`src/rtl/pwm_channel_scheduler_pkg.sv`:
```
// Shared types and helpers for the time-multiplexed PWM width scheduler.
// Holds the scheduler state encoding and the counter-width helper.
package pwm_channel_scheduler_pkg;

    typedef enum logic [2:0] {
        ST_IDLE      = 3'd0,
        ST_SELECT    = 3'd1,
        ST_WAIT_LOW  = 3'd2,
        ST_WAIT_RISE = 3'd3,
        ST_MEASURE   = 3'd4
    } state_e;

    // Bits needed to hold every value 0..max_value (never less than one bit).
    function automatic int cnt_width(input int max_value);
        return (max_value < 1) ? 1 : $clog2(max_value + 1);
    endfunction

endpackage

```
`src/rtl/pwm_channel_scheduler_input_sync.sv`:
```
// Two-flop synchronizer for a vector of unrelated asynchronous inputs.
// Each bit is synchronized independently; no reset so sync_o is exactly async_i delayed two cycles.
module pwm_channel_scheduler_input_sync #(
    parameter int WIDTH = 1
) (
    input  logic             clock_i,
    input  logic [WIDTH-1:0] async_i,
    output logic [WIDTH-1:0] sync_o
);

    logic [WIDTH-1:0] meta_q;
    logic [WIDTH-1:0] sync_q;

    for (genvar gi = 0; gi < WIDTH; gi++) begin : g_bit
        always_ff @(posedge clock_i) begin
            meta_q[gi] <= async_i[gi];
            sync_q[gi] <= meta_q[gi];
        end
    end

    assign sync_o = sync_q;

endmodule

```
`src/rtl/pwm_channel_scheduler.sv`:
```
// Shares one pulse-width counter across NUM_CHANNELS PWM inputs in round-robin order
// and keeps a per-channel on/off decision with HIGH/LOW hysteresis.
module pwm_channel_scheduler
    import pwm_channel_scheduler_pkg::*;
#(
    parameter int NUM_CHANNELS       = 4,
    parameter int MAX_COUNTER_VALUE  = 2000,
    parameter int HIGH_COUNTER_VALUE = 1750,
    parameter int LOW_COUNTER_VALUE  = 1250,
    parameter int TIMEOUT_VALUE      = 40000
) (
    input  logic                                    clock_i,
    input  logic                                    reset_i,
    input  logic                                    enable_i,
    input  logic [NUM_CHANNELS-1:0]                 channel_mask_i,
    input  logic [NUM_CHANNELS-1:0]                 pwm_i,
    output logic [NUM_CHANNELS-1:0]                 outputs_o,
    output logic                                    valid_o,
    output logic                                    timeout_o,
    output logic [$clog2(NUM_CHANNELS)-1:0]         channel_o,
    output logic [cnt_width(MAX_COUNTER_VALUE)-1:0] width_o
);

    localparam int CHW = $clog2(NUM_CHANNELS);
    localparam int CW  = cnt_width(MAX_COUNTER_VALUE);
    localparam int TW  = cnt_width(TIMEOUT_VALUE);

    localparam logic [CW-1:0] MAX_C     = CW'(MAX_COUNTER_VALUE);
    localparam logic [CW-1:0] HIGH_C    = CW'(HIGH_COUNTER_VALUE);
    localparam logic [CW-1:0] LOW_C     = CW'(LOW_COUNTER_VALUE);
    localparam logic [CW-1:0] ONE_C     = CW'(1);
    localparam logic [TW-1:0] TO_LAST_C = TW'(TIMEOUT_VALUE - 1);

    logic [NUM_CHANNELS-1:0] pwm_sync;

    state_e                  state_q;
    logic [CHW-1:0]          ch_q;
    logic [CW-1:0]           cnt_q;
    logic [TW-1:0]           to_q;
    logic [NUM_CHANNELS-1:0] outputs_q;
    logic                    valid_q;
    logic                    timeout_q;
    logic [CHW-1:0]          channel_q;
    logic [CW-1:0]           width_q;

    logic [CHW-1:0]          next_ch_d;
    logic                    cur_sync_d;

    pwm_channel_scheduler_input_sync #(
        .WIDTH (NUM_CHANNELS)
    ) u_input_sync (
        .clock_i (clock_i),
        .async_i (pwm_i),
        .sync_o  (pwm_sync)
    );

    // First masked-in channel strictly after prev, wrapping; a lone channel picks itself.
    function automatic logic [CHW-1:0] next_channel(
        input logic [CHW-1:0]          prev,
        input logic [NUM_CHANNELS-1:0] mask
    );
        logic [CHW-1:0] pick;
        logic           found;
        int             idx;
        pick  = prev;
        found = 1'b0;
        for (int step = 1; step <= NUM_CHANNELS; step++) begin
            idx = (int'(prev) + step) % NUM_CHANNELS;
            if (!found && mask[CHW'(idx)]) begin
                pick  = CHW'(idx);
                found = 1'b1;
            end
        end
        return pick;
    endfunction

    always_comb begin
        next_ch_d  = next_channel(ch_q, channel_mask_i);
        cur_sync_d = pwm_sync[ch_q];
    end

    always_ff @(posedge clock_i) begin
        if (reset_i) begin
            state_q   <= ST_IDLE;
            ch_q      <= '0;
            cnt_q     <= '0;
            to_q      <= '0;
            outputs_q <= '0;
            valid_q   <= 1'b0;
            timeout_q <= 1'b0;
            channel_q <= '0;
            width_q   <= '0;
        end else begin
            valid_q   <= 1'b0;
            timeout_q <= 1'b0;
            // Dropping enable abandons whatever is in flight but keeps the rotation pointer.
            if (state_q != ST_IDLE && !enable_i) begin
                state_q <= ST_IDLE;
            end else begin
                case (state_q)
                    ST_IDLE: begin
                        if (enable_i && (channel_mask_i != '0)) begin
                            state_q <= ST_SELECT;
                        end
                    end
                    ST_SELECT: begin
                        if (channel_mask_i == '0) begin
                            state_q <= ST_IDLE;
                        end else begin
                            ch_q    <= next_ch_d;
                            to_q    <= '0;
                            state_q <= ST_WAIT_LOW;
                        end
                    end
                    ST_WAIT_LOW, ST_WAIT_RISE: begin
                        if (state_q == ST_WAIT_RISE && cur_sync_d) begin
                            cnt_q   <= ONE_C;
                            state_q <= ST_MEASURE;
                        end else if (to_q >= TO_LAST_C) begin
                            // A stuck line is reported as 0 % or 100 % duty.
                            timeout_q       <= 1'b1;
                            channel_q       <= ch_q;
                            outputs_q[ch_q] <= cur_sync_d;
                            state_q         <= ST_SELECT;
                        end else begin
                            to_q <= to_q + 1'b1;
                            if (state_q == ST_WAIT_LOW && !cur_sync_d) begin
                                state_q <= ST_WAIT_RISE;
                            end
                        end
                    end
                    ST_MEASURE: begin
                        if (cur_sync_d && (cnt_q < MAX_C)) begin
                            cnt_q <= cnt_q + 1'b1;
                        end else begin
                            width_q   <= cnt_q;
                            channel_q <= ch_q;
                            valid_q   <= 1'b1;
                            if (cnt_q > HIGH_C) begin
                                outputs_q[ch_q] <= 1'b1;
                            end else if (cnt_q < LOW_C) begin
                                outputs_q[ch_q] <= 1'b0;
                            end
                            state_q <= ST_SELECT;
                        end
                    end
                    default: state_q <= ST_IDLE;
                endcase
            end
        end
    end

    assign outputs_o = outputs_q;
    assign valid_o   = valid_q;
    assign timeout_o = timeout_q;
    assign channel_o = channel_q;
    assign width_o   = width_q;

endmodule

```
`config.mk`:
```
export PLATFORM = sky130hd
export DESIGN_NAME = pwm_channel_scheduler
export DESIGN_NICKNAME = d
export VERILOG_FILES = /design/src/rtl/pwm_channel_scheduler_pkg.sv /design/src/rtl/pwm_channel_scheduler_input_sync.sv /design/src/rtl/pwm_channel_scheduler.sv
export SDC_FILE = /design/constraint.sdc
export NUM_CORES = 1
export LEC_CHECK = 0
export ABC_AREA = 1
export CORE_UTILIZATION = 52
export CTS_CLUSTER_DIAMETER = 30
export DETAILED_ROUTE_END_ITERATION = 10
export PLACE_DENSITY_LB_ADDON = 0.08
export SLEW_MARGIN = 10
export SYNTH_ARGS = -nofsm -noshare
export SYNTH_HDL_FRONTEND = slang
export SYNTH_SLANG_ARGS = --single-unit
export TNS_END_PERCENT = 1
```
`constraint.sdc`:
```
create_clock -name clock_i -period 1.9 [get_ports clock_i]
set_clock_uncertainty 0.05 [all_clocks]
set_input_delay 0.19 -clock clock_i [delete_from_list [all_inputs] [get_ports clock_i]]
set_output_delay 0.19 -clock clock_i [all_outputs]
set_load 0.02 [all_outputs]
```
# Word level (Yosys, flattened, before mapping)
# Cells that the tools add are included.
# W data, S select, Z words.
# totals
latch_bits,0
inputBits,11
ram_bits,0
word_cells,137
out_inout_bits,19
n_memories,0
regBits,59
romBits,0
# classes
div_mod_pow,0
mux,50
n_eq_ne,14
reduce_logical,32
mul,0
shifts,0
n_bitwise,8
order_cmp,10
addsub,6
# ops
op,n
$mux W16,3
$pmux W16 S2,1
$lt A11 B11 Y1 const B,2
$mux W11,2
$pmux W11 S2,1
$mux W4,5
$add A16 B1 Y16 const B,1
$ge A16 B16 Y1 const B,1
$lt A2 B4 Y1 const B,4
$mux W2,8
$ne A2 B2 Y1 const B,8
$mux W1,15
$mux W3,5
$pmux W3 S4,1
$add A11 B1 Y11 const B,1
$gt A11 B11 Y1 const B,1
$bmux W1 S2,5
$reduce_and A5 Y1,2
$logic_and A1 B1 Y1,9
$pmux W4 S2,1
$reduce_and A4 Y1,2
$reduce_bool A4 Y1,2
$eq A3 B2 Y1 const B,2
$reduce_and A3 Y1,2
24 further kinds,36

# Logic depth before layout (Yosys ltp)
# depth
ltp_word,15
ltp_mapped,12
ltp_nobuf,12

# Hierarchy
# Synthesis repeated with hierarchy kept, for this count alone.
# unflattened
cells_unflattened,476
hier_area_um2,3265.6
# by_module_without_submodules
mod,area_per_inst_um2,cells_each,instances,seq_area_each_um2
pwm_channel_scheduler,3105.5,468,1,1021.0
pwm_channel_scheduler_input_sync,160.2,8,1,160.2

# Worst setup path before layout
# No wires, ideal clock.
# synth_timing
path_type,reg-to-reg
from,register ch_q[1]
to,register ch_q[1]
required_time_ns,1.780
setup_time_ns,0.070
synth_period_minus_slack_ns,1.748
path_buffers,0
path_slack_ns,0.152
stages_incl_launch_ff,8
t_arrival_ns,1.628
path_cell_list,dfxtp_1 -> inv_1 -> ha_1 -> o21ai_0 -> nand2_1 -> o211ai_1 -> nand2_1 -> a21oi_1
# synth_between
elab_chain_len,15
elab_cells_between_ends,31
cone_classes,add/sub: 4; mux: 19; reduce/logical: 8
# synth_rtl
item,line,rtl
start: declaration,pwm_channel_scheduler.sv:37,logic [CHW-1:0] ch_q;
start signal: assignment,pwm_channel_scheduler.sv:110,ch_q <= next_ch_d;
$add A2 B1 Y2,pwm_channel_scheduler.sv:68,idx = (int'(prev) + step) % NUM_CHANNELS;
$bmux W1 S2,pwm_channel_scheduler.sv:69,if (!found && mask[CHW'(idx)]) begin
$mux W1 (implied by the code) (2 in a row),pwm_channel_scheduler.sv:69,
$mux W1,pwm_channel_scheduler.sv:69,
$logic_not A1 Y1,pwm_channel_scheduler.sv:69,
$logic_and A1 B1 Y1,pwm_channel_scheduler.sv:69,
$mux W1,pwm_channel_scheduler.sv:69,
$logic_not A1 Y1,pwm_channel_scheduler.sv:69,
$logic_and A1 B1 Y1,pwm_channel_scheduler.sv:69,
$mux W1,pwm_channel_scheduler.sv:69,
$logic_not A1 Y1,pwm_channel_scheduler.sv:69,
$logic_and A1 B1 Y1,pwm_channel_scheduler.sv:69,
$reduce_bool A4 Y1 (no line),-,
$reduce_and A4 Y1 (no line),-,
# Several ways; a longest one is shown, not always the timed one. The select of a mux whose other input is x is not followed.
# A chain may end at the register's enable or synchronous reset.

==> impl_summary.txt <==
----------------------------------------------------
[Routing]
  Count of unresolved DRC violations after routing ... 0
  Detailed-route wire length per cell ... 12.6 µm
  Number of DRC markers after the initial detailed-route iteration ... 188
  Length of the first detailed-routing pass in iterations ... 5
  Post-route met1 wirelength ... 3810 µm
  Highest routed metal layer ... met4
  Routed wire length ... 7640 µm
  Total number of vias ... 3131
  Vias per cell ... 5.18
  Routed wire length on met3 ... 285 µm
  Routed wl met2 ... 3460 µm
  Antenna violation net count after detailed routing ... 0

[Pwr]
  Static leakage ... 1.47 nW
  Clock network power share ... 0.278
  Seq pwr share ... 0.345
  Power density over the cells ... 1020 nW/µm²
  Cell Int Power ... 2.47 mW
  Total chip power ... 4.05 mW
  Combinational group share of total power ... 0.377
  Switching power as a share of total power ... 0.390
  Peak VDD IR ... 0.666 mV
  Switching Power ... 1.58 mW

[Setup path]
  Startpoint class of the critical path ... register
  Arrival time worst endpoint ... 2.00 ns
  Sequence of cells on the critical path ... ha_2 > nand2_1 > inv_1 > nand2_2 > nand3_2 > nand2_2 > nand3_4 > nand2_2 > nor2_2 > nand3_1 > nand2_1 > nor2_1
  Crit path top cell by count ... sky130_fd_sc_hd__nand2_2
  Worst path bufs/invs ... 1
  Cell with the largest stage delay on the worst path ... sky130_fd_sc_hd__dfxtp_1
  Slowest stage delay, CP ... 0.40 ns
  Setup crit end kind ... register
  Top delay family on crit path ... simple AND/OR/NAND/NOR gates
  Top fanout value on the critical path ... 7
  CP Class ... register to register
  Critical path required time ... 2.09 ns

[Clock tree]
  Clock buffer count from CTS ... 9
  Root buffer cell ... sky130_fd_sc_hd__clkbuf_8
  H-tree depth ... 3
  CTS clk-pin slew, worst paths ... 0.07 ns
  Clock latency reported for the late side of the worst-skew pair ... 0.35 ns
  Clock sink total ... 59
  CTS tree ... built
  Bufs on Longest Clock Path ... 2

[Timing]
  Relative max-transition margin ... 0.774
  Achievable frequency ... 554 MHz
  Final min period ... 1.81 ns
  Fraction of the cycle the final worst path needs ... 0.950
  Number of failing setup endpoints in the final timing report ... 0
  Transition time at the pin with the least slew margin ... 0.339 ns
  Final Max Slew Viols ... 0
  Final number of hold-violating endpoints ... 0

[Die]
  Horizontal extent of the die ... 81.2 µm
  Die Outline Area ... 6600 µm²
  Core area ... 5990 µm²
  Die height ... 81.2 µm
  Number of top-level pins ... 30
  Initial Util ... 0.545
  Core Rows ... 28

[Run]
  Reported max-cap violation count ... 0

[Global route]
  Residual overflow from global routing ... 0
  Number of global-route vias before repair ... 2777
  Antenna violations before repair ... 0
  Pin count of the biggest net entering global routing ... 18
  Wire length of the first global-routing pass ... 12700 µm
  Overall routing resource usage ... 0.255

[Placement]
  Gpl congestion ... 0.925
  Number of I/O port buffers ... 29
  Placement-stage cell area ... 3720 µm²
  Half-perimeter wire length after detailed placement ... 5510 µm

[Logic synthesis]
  Leading register cell type out of synthesis ... sky130_fd_sc_hd__dfxtp_1
  Number of distinct standard cells referenced by the synthesized netlist ... 34
  Cell area after technology mapping ... 3270 µm²
  Mean instance size in the synthesized netlist ... 6.86 µm²
  Ys Warns ... 0
  Syn_nets ... 493
  Post-synth EDFFs ... 0
  Register bit count reported by yosys ... 59
  Post-Syn Instances ... 476
  Share of async-settable or async-resettable flops after synthesis ... 0
  Sequential share of the synthesized area ... 0.362

[Cells and area]
  Count of nets after finishing ... 543
  Util after Layout ... 0.662
  Most common cell after layout, fill and taps aside ... sky130_fd_sc_hd__nand2_1
  Share of post-route cells with drive strength above 1 ... 0.134
  Relative area change from synthesis to final layout ... 21.5%
  Finished layout cell area ... 3970 µm²
  Antenna diode count ... 0
  Commonest cells after routing, fill and taps aside ... sky130_fd_sc_hd__nand2_1 (110), sky130_fd_sc_hd__dfxtp_1 (58), sky130_fd_sc_hd__nand3_1 (57)
  Fillers ... 532

[Outcome]
  Run status ... finished, final reports clean

[Hold path]
  Class of the worst hold path ... input pin to register

----------------------------------------------------
## through the flow
stage / instances / hold slack [ns] / TNS, ns / setup slack [ns]
final: 605 / 0.233 / 0 / 0.0947
after detailed placement: 587 / 0.262 / -0.0101 / -0.0101
after floorplan: 476 / 0.168 / 0 / 0.152
after global routing: 605 / 0.217 / -0.0445 / -0.0416
after global placement: 587 / 0.262 / 0 / 0.0775
after CTS: 602 / 0.215 / 0 / 0.0151
## cells in the mapped netlist (3+ instances only)
library cell,number,area share
sky130_fd_sc_hd__o21ai_0,13,0.020
sky130_fd_sc_hd__buf_2,4,0.0061
sky130_fd_sc_hd__ha_1,6,0.023
sky130_fd_sc_hd__clkbuf_1,6,0.0069
sky130_fd_sc_hd__nor3_1,10,0.015
sky130_fd_sc_hd__nor2_1,54,0.062
sky130_fd_sc_hd__nand3_1,57,0.087
sky130_fd_sc_hd__nand4_1,10,0.019
sky130_fd_sc_hd__nand2_1,110,0.13
sky130_fd_sc_hd__nor2_4,3,0.010
sky130_fd_sc_hd__buf_6,3,0.010
sky130_fd_sc_hd__nand3_2,4,0.012
sky130_fd_sc_hd__a21oi_1,41,0.063
sky130_fd_sc_hd__xor2_1,13,0.035
sky130_fd_sc_hd__a211oi_1,3,0.0069
sky130_fd_sc_hd__nor2_2,3,0.0057
sky130_fd_sc_hd__dfxtp_1,59,0.36
sky130_fd_sc_hd__inv_1,49,0.056
sky130_fd_sc_hd__nand2_2,9,0.017
## kinds of logic (layout without fill, tap and decap cells)
kind of cell / Yosys count / count (layout) / share of synthesized area
flops: 59 / 59 / 0.362
fa+ha+maj: 6 / 6 / 0.0230
compound gates: 62 / 62 / 0.103
xor+xnor: 14 / 14 / 0.0375
simple gates: 269 / 269 / 0.389
buf+inv: 66 / 120 / 0.0866
## repair_timing
item,in CTS,in global routing
pin swaps,0,0
setup endpoints to repair,2,21
hold buffers,0,0
gates resized for setup,1,7
setup buffers,0,3
## cell type report
type	count	area [µm²]	share of cell area
Multi-Input combinational cell	351	1830	0.460
Timing Repair Buffer	54	482	0.121
Sequential cell	59	1180	0.298
Clock buffer	9	124	0.0312
Clock inverter	6	67.6	0.0170
Tap cell	75	93.8	0.0237
Inverter	51	191	0.0483
## layer usage
metal  global-route usage  vias up
li1                     -     1652
met1                0.331     1409
met3               0.0753        6
met2                0.403       64
met4               0.0821        0
met5                    0        -
## power by group through the flow
| stage | clock network, mW | logic (mW) | registers, mW |
|---|---|---|---|
| 4_1_cts | 1.16 | 1.41 | 1.39 |
| 2_1_floorplan | 0 | 1.06 | 1.43 |
| 3_5_place_dp | 0 | 1.40 | 1.42 |
| 5_1_grt | 1.21 | 1.70 | 1.41 |
| 6_report | 1.13 | 1.53 | 1.40 |
| 3_3_place_gp | 0 | 1.38 | 1.42 |
## registers in the layout (all words and copies together) (netlist names), 2 cells and up, named ones only
name                 flops
ch_q                     2
channel_o                2
cnt_q                   11
state_q                  3
to_q                    16
u_input_sync.meta_q      4
u_input_sync.sync_o      4
width_o                 11
## worst paths after layout
kind / depth (start not counted) / end / from / slack (ns)
setup reg to reg: 12 / register / to_q[0]$_SDFFE_PP0P_ / 0.09
hold reg to reg: 0 / u_input_sync.sync_o[2]$_DFF_P_ / u_input_sync.meta_q[2]$_DFF_P_ / 0.28
hold / removal: 1 / u_input_sync.meta_q[3]$_DFF_P_ / pwm_i[3] / 0.23
setup / recovery: 12 / register / to_q[0]$_SDFFE_PP0P_ / 0.09
No activity file was read; power rests on OpenSTA's default activity.
